### src/rtl/store_buffer_if.sv
// Pipeline/memory-facing bus of the store buffer: store push, load lookup and data-memory port.
interface store_buffer_if;
    logic        st_valid;
    logic [31:0] st_addr;
    logic [31:0] st_data;
    logic        st_ready;
    logic        ld_valid;
    logic [31:0] ld_addr;
    logic [31:0] ld_data;
    logic        fwd_hit;
    logic        empty;
    logic        mem_read;
    logic        mem_write;
    logic [31:0] mem_addr;
    logic [31:0] mem_wdata;
    logic [31:0] mem_rdata;

    modport master (
        output st_valid, st_addr, st_data, ld_valid, ld_addr, mem_rdata,
        input  st_ready, ld_data, fwd_hit, empty, mem_read, mem_write, mem_addr, mem_wdata
    );

    modport slave (
        input  st_valid, st_addr, st_data, ld_valid, ld_addr, mem_rdata,
        output st_ready, ld_data, fwd_hit, empty, mem_read, mem_write, mem_addr, mem_wdata
    );
endinterface

### src/rtl/store_buffer.sv
// Posted-write FIFO between MEM stage and data memory; loads forward from youngest match, 0-cycle.
// Drains one entry per cycle when no load owns the port; st_ready = !full, no bypass into a full buffer.
module store_buffer #(
    parameter int DEPTH     = 4,
    parameter int WORD_BITS = 13
) (
    input logic            clk,
    input logic            reset,
    store_buffer_if.slave  bus
);
    localparam int PW = $clog2(DEPTH);
    localparam int CW = PW + 1;
    localparam logic [CW-1:0] FULL_CNT = CW'(DEPTH);

    logic [WORD_BITS-1:0] addr_q [DEPTH];
    logic [31:0]          data_q [DEPTH];
    logic [PW-1:0]        head;
    logic [PW-1:0]        tail;
    logic [CW-1:0]        count;

    logic                 full;
    logic                 is_empty;
    logic                 push;
    logic                 drain;
    logic [WORD_BITS-1:0] st_widx;
    logic [WORD_BITS-1:0] ld_widx;
    logic                 fwd_found;
    logic [31:0]          fwd_data;
    logic [PW-1:0]        idx;

    logic unused_addr_bits;
    assign unused_addr_bits = ^{bus.st_addr[31:WORD_BITS+2], bus.st_addr[1:0],
                                bus.ld_addr[31:WORD_BITS+2], bus.ld_addr[1:0]};

    assign full     = (count == FULL_CNT);
    assign is_empty = (count == '0);
    assign st_widx  = bus.st_addr[WORD_BITS+1:2];
    assign ld_widx  = bus.ld_addr[WORD_BITS+1:2];

    // Full is judged on registered count only, so a same-cycle drain never frees a slot for the store.
    assign push  = bus.st_valid && !full && !reset;
    assign drain = !is_empty && !bus.ld_valid && !reset;

    // Walk oldest to youngest so the last match wins.
    always_comb begin
        fwd_found = 1'b0;
        fwd_data  = '0;
        idx       = '0;
        for (int i = 0; i < DEPTH; i++) begin
            idx = head + PW'(i);
            if ((CW'(i) < count) && (addr_q[idx] == ld_widx)) begin
                fwd_found = 1'b1;
                fwd_data  = data_q[idx];
            end
        end
    end

    assign bus.st_ready  = !full;
    assign bus.empty     = is_empty;
    assign bus.mem_read  = bus.ld_valid;
    assign bus.mem_write = drain;
    assign bus.mem_addr  = bus.ld_valid ? bus.ld_addr
                                        : {{(30-WORD_BITS){1'b0}}, addr_q[head], 2'b00};
    assign bus.mem_wdata = data_q[head];
    assign bus.fwd_hit   = bus.ld_valid && fwd_found;
    assign bus.ld_data   = !bus.ld_valid ? 32'h0 : (fwd_found ? fwd_data : bus.mem_rdata);

    always_ff @(posedge clk) begin
        if (reset) begin
            head  <= '0;
            tail  <= '0;
            count <= '0;
        end else begin
            if (push)  tail <= tail + 1'b1;
            if (drain) head <= head + 1'b1;
            case ({push, drain})
                2'b10:   count <= count + 1'b1;
                2'b01:   count <= count - 1'b1;
                default: count <= count;
            endcase
        end
    end

    // Entry storage is never cleared; count alone decides which entries are live.
    always_ff @(posedge clk) begin
        if (push) begin
            addr_q[tail] <= st_widx;
            data_q[tail] <= bus.st_data;
        end
    end
endmodule

### src/flat_wrapper.sv
// flat-port wrapper written by rule: the top's interface ports become plain ports
module store_buffer_flat 
#(
    parameter int DEPTH     = 4,
    parameter int WORD_BITS = 13
)
  (clk, reset, bus_st_valid, bus_st_addr, bus_st_data, bus_ld_valid, bus_ld_addr, bus_mem_rdata, bus_st_ready, bus_ld_data, bus_fwd_hit, bus_empty, bus_mem_read, bus_mem_write, bus_mem_addr, bus_mem_wdata);
  store_buffer_if bus_i ();
  input logic clk;
  input logic reset;
  input wire logic [$bits(bus_i.st_valid)-1:0] bus_st_valid;
  input wire logic [$bits(bus_i.st_addr)-1:0] bus_st_addr;
  input wire logic [$bits(bus_i.st_data)-1:0] bus_st_data;
  input wire logic [$bits(bus_i.ld_valid)-1:0] bus_ld_valid;
  input wire logic [$bits(bus_i.ld_addr)-1:0] bus_ld_addr;
  input wire logic [$bits(bus_i.mem_rdata)-1:0] bus_mem_rdata;
  output wire logic [$bits(bus_i.st_ready)-1:0] bus_st_ready;
  output wire logic [$bits(bus_i.ld_data)-1:0] bus_ld_data;
  output wire logic [$bits(bus_i.fwd_hit)-1:0] bus_fwd_hit;
  output wire logic [$bits(bus_i.empty)-1:0] bus_empty;
  output wire logic [$bits(bus_i.mem_read)-1:0] bus_mem_read;
  output wire logic [$bits(bus_i.mem_write)-1:0] bus_mem_write;
  output wire logic [$bits(bus_i.mem_addr)-1:0] bus_mem_addr;
  output wire logic [$bits(bus_i.mem_wdata)-1:0] bus_mem_wdata;
  assign bus_i.st_valid = bus_st_valid;
  assign bus_i.st_addr = bus_st_addr;
  assign bus_i.st_data = bus_st_data;
  assign bus_i.ld_valid = bus_ld_valid;
  assign bus_i.ld_addr = bus_ld_addr;
  assign bus_i.mem_rdata = bus_mem_rdata;
  assign bus_st_ready = bus_i.st_ready;
  assign bus_ld_data = bus_i.ld_data;
  assign bus_fwd_hit = bus_i.fwd_hit;
  assign bus_empty = bus_i.empty;
  assign bus_mem_read = bus_i.mem_read;
  assign bus_mem_write = bus_i.mem_write;
  assign bus_mem_addr = bus_i.mem_addr;
  assign bus_mem_wdata = bus_i.mem_wdata;
  store_buffer #(.DEPTH(DEPTH), .WORD_BITS(WORD_BITS)) u_core (.clk(clk), .reset(reset), .bus(bus_i));
endmodule
### config.mk
export PLATFORM = sky130hd
export DESIGN_NAME = store_buffer_flat
export DESIGN_NICKNAME = d
export VERILOG_FILES = /design/src/rtl/store_buffer_if.sv /design/src/rtl/store_buffer.sv /design/src/flat_wrapper.sv
export SDC_FILE = /design/constraint.sdc
export NUM_CORES = 1
export LEC_CHECK = 0
export CELL_PAD_IN_SITES_DETAIL_PLACEMENT = 1
export CELL_PAD_IN_SITES_GLOBAL_PLACEMENT = 2
export CORE_MARGIN = 3
export CORE_UTILIZATION = 34
export DETAILED_ROUTE_END_ITERATION = 10
export PLACE_DENSITY_LB_ADDON = 0.15
export SKIP_CTS_REPAIR_TIMING = 1
export SYNTH_ARGS = -nofsm -noshare
export SYNTH_HDL_FRONTEND = slang
export SYNTH_SLANG_ARGS = --single-unit
export TNS_END_PERCENT = 20
### constraint.sdc
create_clock -name clk -period 3.5 [get_ports clk]
set_clock_uncertainty 0.2 [all_clocks]
set_input_delay 0.7 -clock clk [delete_from_list [all_inputs] [get_ports clk]]
set_output_delay 0.7 -clock clk [all_outputs]
set_load 0.01 [all_outputs]
==> impl_metrics.env, run 1 <==
export IMPL_io_pins=233
export IMPL_detail_route_antenna_nets=0
export IMPL_worstSkewPairLatency_ns=0.44
export IMPL_cp_max_fo=15
export IMPL_finalHoldViolCount=0
export IMPL_core_sq_um=37800
export IMPL_vdd_drop_max_uv=341
export IMPL_grt_util_met2_pct=36.8
export IMPL_syn_area_per_cell_sq_um=14.3
export IMPL_crit_buf_inv=4
export IMPL_start_kind="register"
export IMPL_syn_inst=915
export IMPL_slowest_stage="or4_4"
export IMPL_dieHeight_microns=202
export IMPL_syn_nets=1055
export IMPL_vias=10474
export IMPL_vias_per_cell=5.85
export IMPL_final_cells=1789
export IMPL_tightest_slew_ns=0.988
export IMPL_relSlewSlack_pct=34.2
export IMPL_synth_ff_type="edfxtp_1"
export IMPL_ys_ff_latch=189
export IMPL_met3_usage_pct=3.54
export IMPL_crit_required_ns=2.60
export IMPL_cts_tree="built"
export IMPL_rows=71
export IMPL_hold_path_class="register to register"
export IMPL_wl_per_cell_microns=26.1
export IMPL_critical_path_max_stage_delay_ns=0.59
export IMPL_die_area_sq_um=41000
export IMPL_cts_max_level=4
export IMPL_grt_max_degree=64
export IMPL_min_period_over_period_pct=128
export IMPL_cp_cell_sequence="buf_6, mux4_2, xnor2_2, nand3_2, or4_4, buf_4, buf_12, o311ai_4, a311oi_2, nand2b_1, buf_2"
export IMPL_clock_fmax_ghz=0.223
export IMPL_cts_root_buf="clkbuf_16"
export IMPL_violations="setup timing"
export IMPL_final_layout_size_suffix_gt1_share_pct=42.0
export IMPL_placed_cells=1728
export IMPL_ys_warn_count=0
export IMPL_worstSetupPathDepth=11
export IMPL_yosysUniqueCellTypes=52
export IMPL_grt_pass1_wl_mm=68.1
export IMPL_wl_mm=46.6
export IMPL_synthArstFlopShare_pct=0
export IMPL_numPortBuffers=213
export IMPL_clk_pin_slew_worst_paths_ns=0.07
export IMPL_r2r_cells=8
export IMPL_hold_depth=2
export IMPL_clockBufferDepth=2
export IMPL_min_period_ns=4.48
export IMPL_cp_arrival_ns=3.58
export IMPL_clkSinkCount=189
export IMPL_met1_usage_pct=29.8
export IMPL_grt_overflow=0
export IMPL_path_class="register to primary output"
export IMPL_antenna_found_initial=3
export IMPL_dp_hpwl_mm=31.5
export IMPL_powerDensity_nw_per_um2=366
export IMPL_power_uw=6770
export IMPL_finalCoreUtilization_pct=48.8
export IMPL_drv_cap=0
export IMPL_slew_viol_final=0
export IMPL_crit_family="simple AND/OR/NAND/NOR gates"
export IMPL_end_kind="primary output"
export IMPL_drc=0
export IMPL_gp_congestion=0.757
export IMPL_rsz0062_at_grt="yes"
export IMPL_initial_core_util_pct=34.6
export IMPL_n_fill_cell=3806
export IMPL_finalSetupViolCount=33
export IMPL_area_growth_pct=40.8
export IMPL_first_pass_iters=5
export IMPL_fp_dieW_microns=202
export IMPL_numCtsBuffers=17
export IMPL_status="finished, violations left"
export IMPL_seq_area_frac_synth_pct=42.6
export IMPL_gr_max_usage_layer="met2"
export IMPL_grt_pass1_vias=10916
export IMPL_setup_ws_ns=-0.975
export IMPL_mappedNetlistArea_sq_um=13100
export IMPL_track_usage_pct=22.0
export IMPL_synth_edf_count=180
export IMPL_nets=1403
export IMPL_p_leak_uw=0.00616
export IMPL_dr_first_iter_drc_count=670
-- synthesized netlist by cell type, types with 2 or more instances --
master	instances	area, sq um
a221o_1	2	20.0
xnor2_1	41	359
nand4_1	39	244
a21o_1	2	15.0
a21oi_1	4	20.0
dfxtp_1	9	180
buf_6	5	56.3
xor2_1	12	105
nand2b_1	35	219
and2_1	24	150
nor2_1	45	169
nor3_1	3	15.0
ha_1	8	100
inv_1	10	37.5
a311oi_1	32	280
a31oi_1	32	200
buf_1	8	30.0
a211oi_1	2	15.0
and3_1	32	200
o22ai_1	3	18.8
buf_4	7	52.6
nand2_1	13	48.8
edfxtp_1	180	5410
nor2b_1	5	31.3
o311ai_1	30	263
o21a_1	2	15.0
mux4_2	166	3740
nand3_1	2	10.0
clkbuf_1	61	229
o21ai_0	10	50.1
buf_2	25	125
a2111oi_2	2	30.0
mux2i_1	26	260
o311ai_0	2	17.5
o221ai_1	2	17.5
mux2_2	18	203
-- cell usage in the layout (no fill, tap or decap), drive strengths merged, types with 5 or more instances in the layout --
cell type and instances:
a311oi 33, nand4 39, ha 8, nor2b 6
nor2 45, mux2i 26, dfxtp 9, buf 238
nand2b 35, o311ai 32, edfxtp 180, nand2 13
xnor2 41, o21ai 10, xor2 12, and2 24
dlymetal6s2s 5, inv 11, a31oi 32, clkdlybuf4s50 178
mux2 18, and3 32, clkinv 7, clkbuf 33
mux4 166
-- where the power goes --
part | internal [uW] | switching [uW]
clock | 982 | 869
combinational | 1240 | 1050
sequential | 2560 | 67.7
total | 4780 | 1990
-- worst reg2reg max path, stage by stage, from the launching register on --
cell     delay, ns
dfxtp_1       0.34
buf_4         0.15
inv_1         0.07
ha_1          0.19
nand2_1       0.09
and2_1        0.23
nor2b_1       0.30
and2_2        0.48
buf_12        0.31
-- sequential cells by signal (all words and copies together), names as in the netlist, named ones only --
| name | cells |
|---|---|
| u_core.addr_q | 52 |
| u_core.tail | 2 |
| u_core.head | 2 |
| u_core.data_q | 128 |
| u_core.count | 3 |
-- per-layer routing --
layer	vias to the layer above	part of all wire (%)
li1	4548	-
met1	5526	43
met2	351	51
met3	47	4.8
met4	2	1.7
met5	-	0.019
-- cell families after synthesis --
group | after synthesis | synth area share (%)
fa+ha+maj | 8 | 0.763
flops | 189 | 42.6
simple gates | 203 | 8.75
xor+xnor | 53 | 3.54
mux | 210 | 32.0
compound gates | 135 | 8.23
buf+inv | 117 | 4.08
-- per-stage QoR --
stage / worst slack, ns / setup TNS, ns / area, sq um / hold slack, ns
global placement: -1.39 / -42.93 / 17200 / 0.369
global route: -1.11 / -35.62 / 18500 / 0.459
detailed placement: -1.37 / -42.75 / 17200 / 0.379
floorplan: 0.0100 / 0 / 13100 / 0.333
CTS: -1.65 / -55.51 / 17800 / 0.401
finish: -0.975 / -30.90 / 18500 / 0.394
-- worst paths after layout --
path / start / end / slack, ns
setup / recovery: u_core.head[0] / bus_ld_data[15] / -0.98
setup reg to reg: u_core.count[1] / u_core.data_q[1][17] / 0.80
hold reg to reg: u_core.tail[0] / u_core.tail[0] / 0.39
hold / removal: u_core.tail[0] / u_core.tail[0] / 0.39
-- layout make-up --
class                           instances  area [sq um]  area share, %
Antenna cell                            2          5.00         0.0271
Clock buffer                           19           433           2.35
Clock inverter                         13           118          0.637
Inverter                               10          42.5          0.230
Multi-Input combinational cell        610          7490           40.6
Sequential cell                       189          5600           30.3
Tap cell                              511           639           3.46
Timing Repair Buffer                  435          4130           22.4
Power figures use the tool's default switching activity.
==> run 2: changes to the inputs <==
Settings changed: CORE_UTILIZATION 34 to 41, DONT_BUFFER_PORTS from default to 1.
==> impl_metrics.env, run 2 (synthesis gave the netlist of run 1 again) <==
export IMPL_grt_max_degree=74
export IMPL_fp_dieW_microns=185
export IMPL_powerDensity_nw_per_um2=410
export IMPL_first_pass_iters=5
export IMPL_hold_path_class="input pin to register"
export IMPL_slew_viol_final=0
export IMPL_cts_max_level=4
export IMPL_finalSetupViolCount=34
export IMPL_dieHeight_microns=185
export IMPL_place_area_sq_um=14700
export IMPL_area_growth_pct=22.4
export IMPL_finalHoldViolCount=0
export IMPL_cp_max_fo=20
export IMPL_nets=1150
export IMPL_grt_pass1_vias=10302
export IMPL_violations="setup timing"
export IMPL_final_layout_size_suffix_gt1_share_pct=45.0
export IMPL_initial_core_util_pct=42.2
export IMPL_vdd_drop_max_uv=340
export IMPL_numPortBuffers=0
export IMPL_numCtsBuffers=17
export IMPL_clock_fmax_ghz=0.228
export IMPL_cts_root_buf="clkbuf_16"
export IMPL_gp_congestion=0.831
export IMPL_min_period_over_period_pct=125
export IMPL_vias_per_cell=6.79
export IMPL_clk_pin_slew_worst_paths_ns=0.07
export IMPL_antenna_found_initial=1
export IMPL_grt_overflow=0
export IMPL_start_kind="register"
export IMPL_rsz0062_at_grt="yes"
export IMPL_clockBufferDepth=2
export IMPL_tns_ns=-25.78
export IMPL_regMostFlops="u_core.data_q"
export IMPL_setup_ws_ns=-0.882
export IMPL_reg_top3="u_core.data_q x128, u_core.addr_q x52, u_core.count x3"
export IMPL_wl_mm=44.0
export IMPL_end_kind="primary output"
export IMPL_detail_route_antenna_nets=0
export IMPL_finalCoreUtilization_pct=51.7
export IMPL_dr_first_iter_drc_count=830
export IMPL_io_pins=233
export IMPL_layout_common_cells="edfxtp_1 (180), mux4_2 (166), buf_4 (133)"
export IMPL_rows=64
export IMPL_min_period_ns=4.38
export IMPL_largest_reg_flops=128
export IMPL_n_fill_cell=2992
export IMPL_vias=9648
export IMPL_tightest_slew_ns=1.02
export IMPL_status="finished, violations left"
export IMPL_p_leak_uw=0.00513
export IMPL_dp_hpwl_mm=28.3
export IMPL_grt_pass1_wl_mm=64.4
export IMPL_worstSkewPairLatency_ns=0.45
export IMPL_drc=0
export IMPL_crit_required_ns=2.60
export IMPL_pre_cts_slack_ns=-0.651
export IMPL_path_class="register to primary output"
export IMPL_die_area_sq_um=34200
export IMPL_wl_per_cell_microns=31.0
export IMPL_cts_tree="built"
export IMPL_clkSinkCount=189
export IMPL_mostFrequentLayoutCell="edfxtp_1"
export IMPL_track_usage_pct=25.2
export IMPL_cp_arrival_ns=3.48
export IMPL_stdcell_area_sq_um=16100
export IMPL_drv_cap=0
export IMPL_core_sq_um=31100
export IMPL_relSlewSlack_pct=32.0
[run 2: cell count changes in the layout (fill, tap and decap cells not counted), sizes merged]
cell,delta
clkdlybuf4s50,-178
dlymetal6s2s,-5
clkinv,-3
diode,-1
bufinv,+4
clkbuf,-13
buf,-58
inv,+1
nor2b,-1
[run 2: through the flow]
step                      power, uW  std cells  hold WS, ns
after floorplan                3870        915        0.333
after global placement         4330       1354        0.356
after detailed placement       4370       1354        0.410
after CTS                      6520       1386       0.0820
after global routing           6840       1420       0.0940
final                          6580       1420        0.109
[run 2: layout make-up]
type	instances	area (sq um)	area share (%)
multi-input cells	609	7370	45.9
clock inverters	15	216	1.35
diodes	1	2.50	0.0156
well taps	396	495	3.09
flip-flops and latches	189	5600	34.9
inverters	10	37.5	0.234
repair buffers	183	1900	11.8
clock buffers	17	425	2.65
[run 2: worst paths after layout]
check                        from              end  slack, ns  cells past startpoint
setup / recovery         register  bus_ld_data[27]      -0.88                     12
hold / removal              reset   u_core.head[0]       0.11                      1
setup reg to reg  u_core.count[1]  u_core.count[2]       0.87                     10
hold reg to reg    u_core.tail[0]   u_core.tail[0]       0.43                      2
[run 2: metal layers]
layer | GRT usage, % | wire (microns)
met3 | 6.34 | 3590
met4 | 7.14 | 750
met5 | 0 | 0
met2 | 43.7 | 22900
met1 | 31.6 | 16800
[run 2: critical path: stages, from the launching register on]
cell,delay [ns]
dfxtp_4,0.37
buf_4,0.17
buf_4,0.39
nor2_1,0.10
a21oi_1,0.24
nand4_1,0.18
a2111oi_4,0.42
buf_12,0.17
buf_4,0.14
buf_4,0.15
o311ai_1,0.12
a311oi_1,0.33
nand2b_1,0.24
[run 2: where the power goes]
part	total (uW)	internal (uW)	leakage, uW	switching, uW
Sequential	2620	2560	0.00171	61.0
Clock	2140	1260	0.000303	874
Combinational	1820	900	0.00312	924
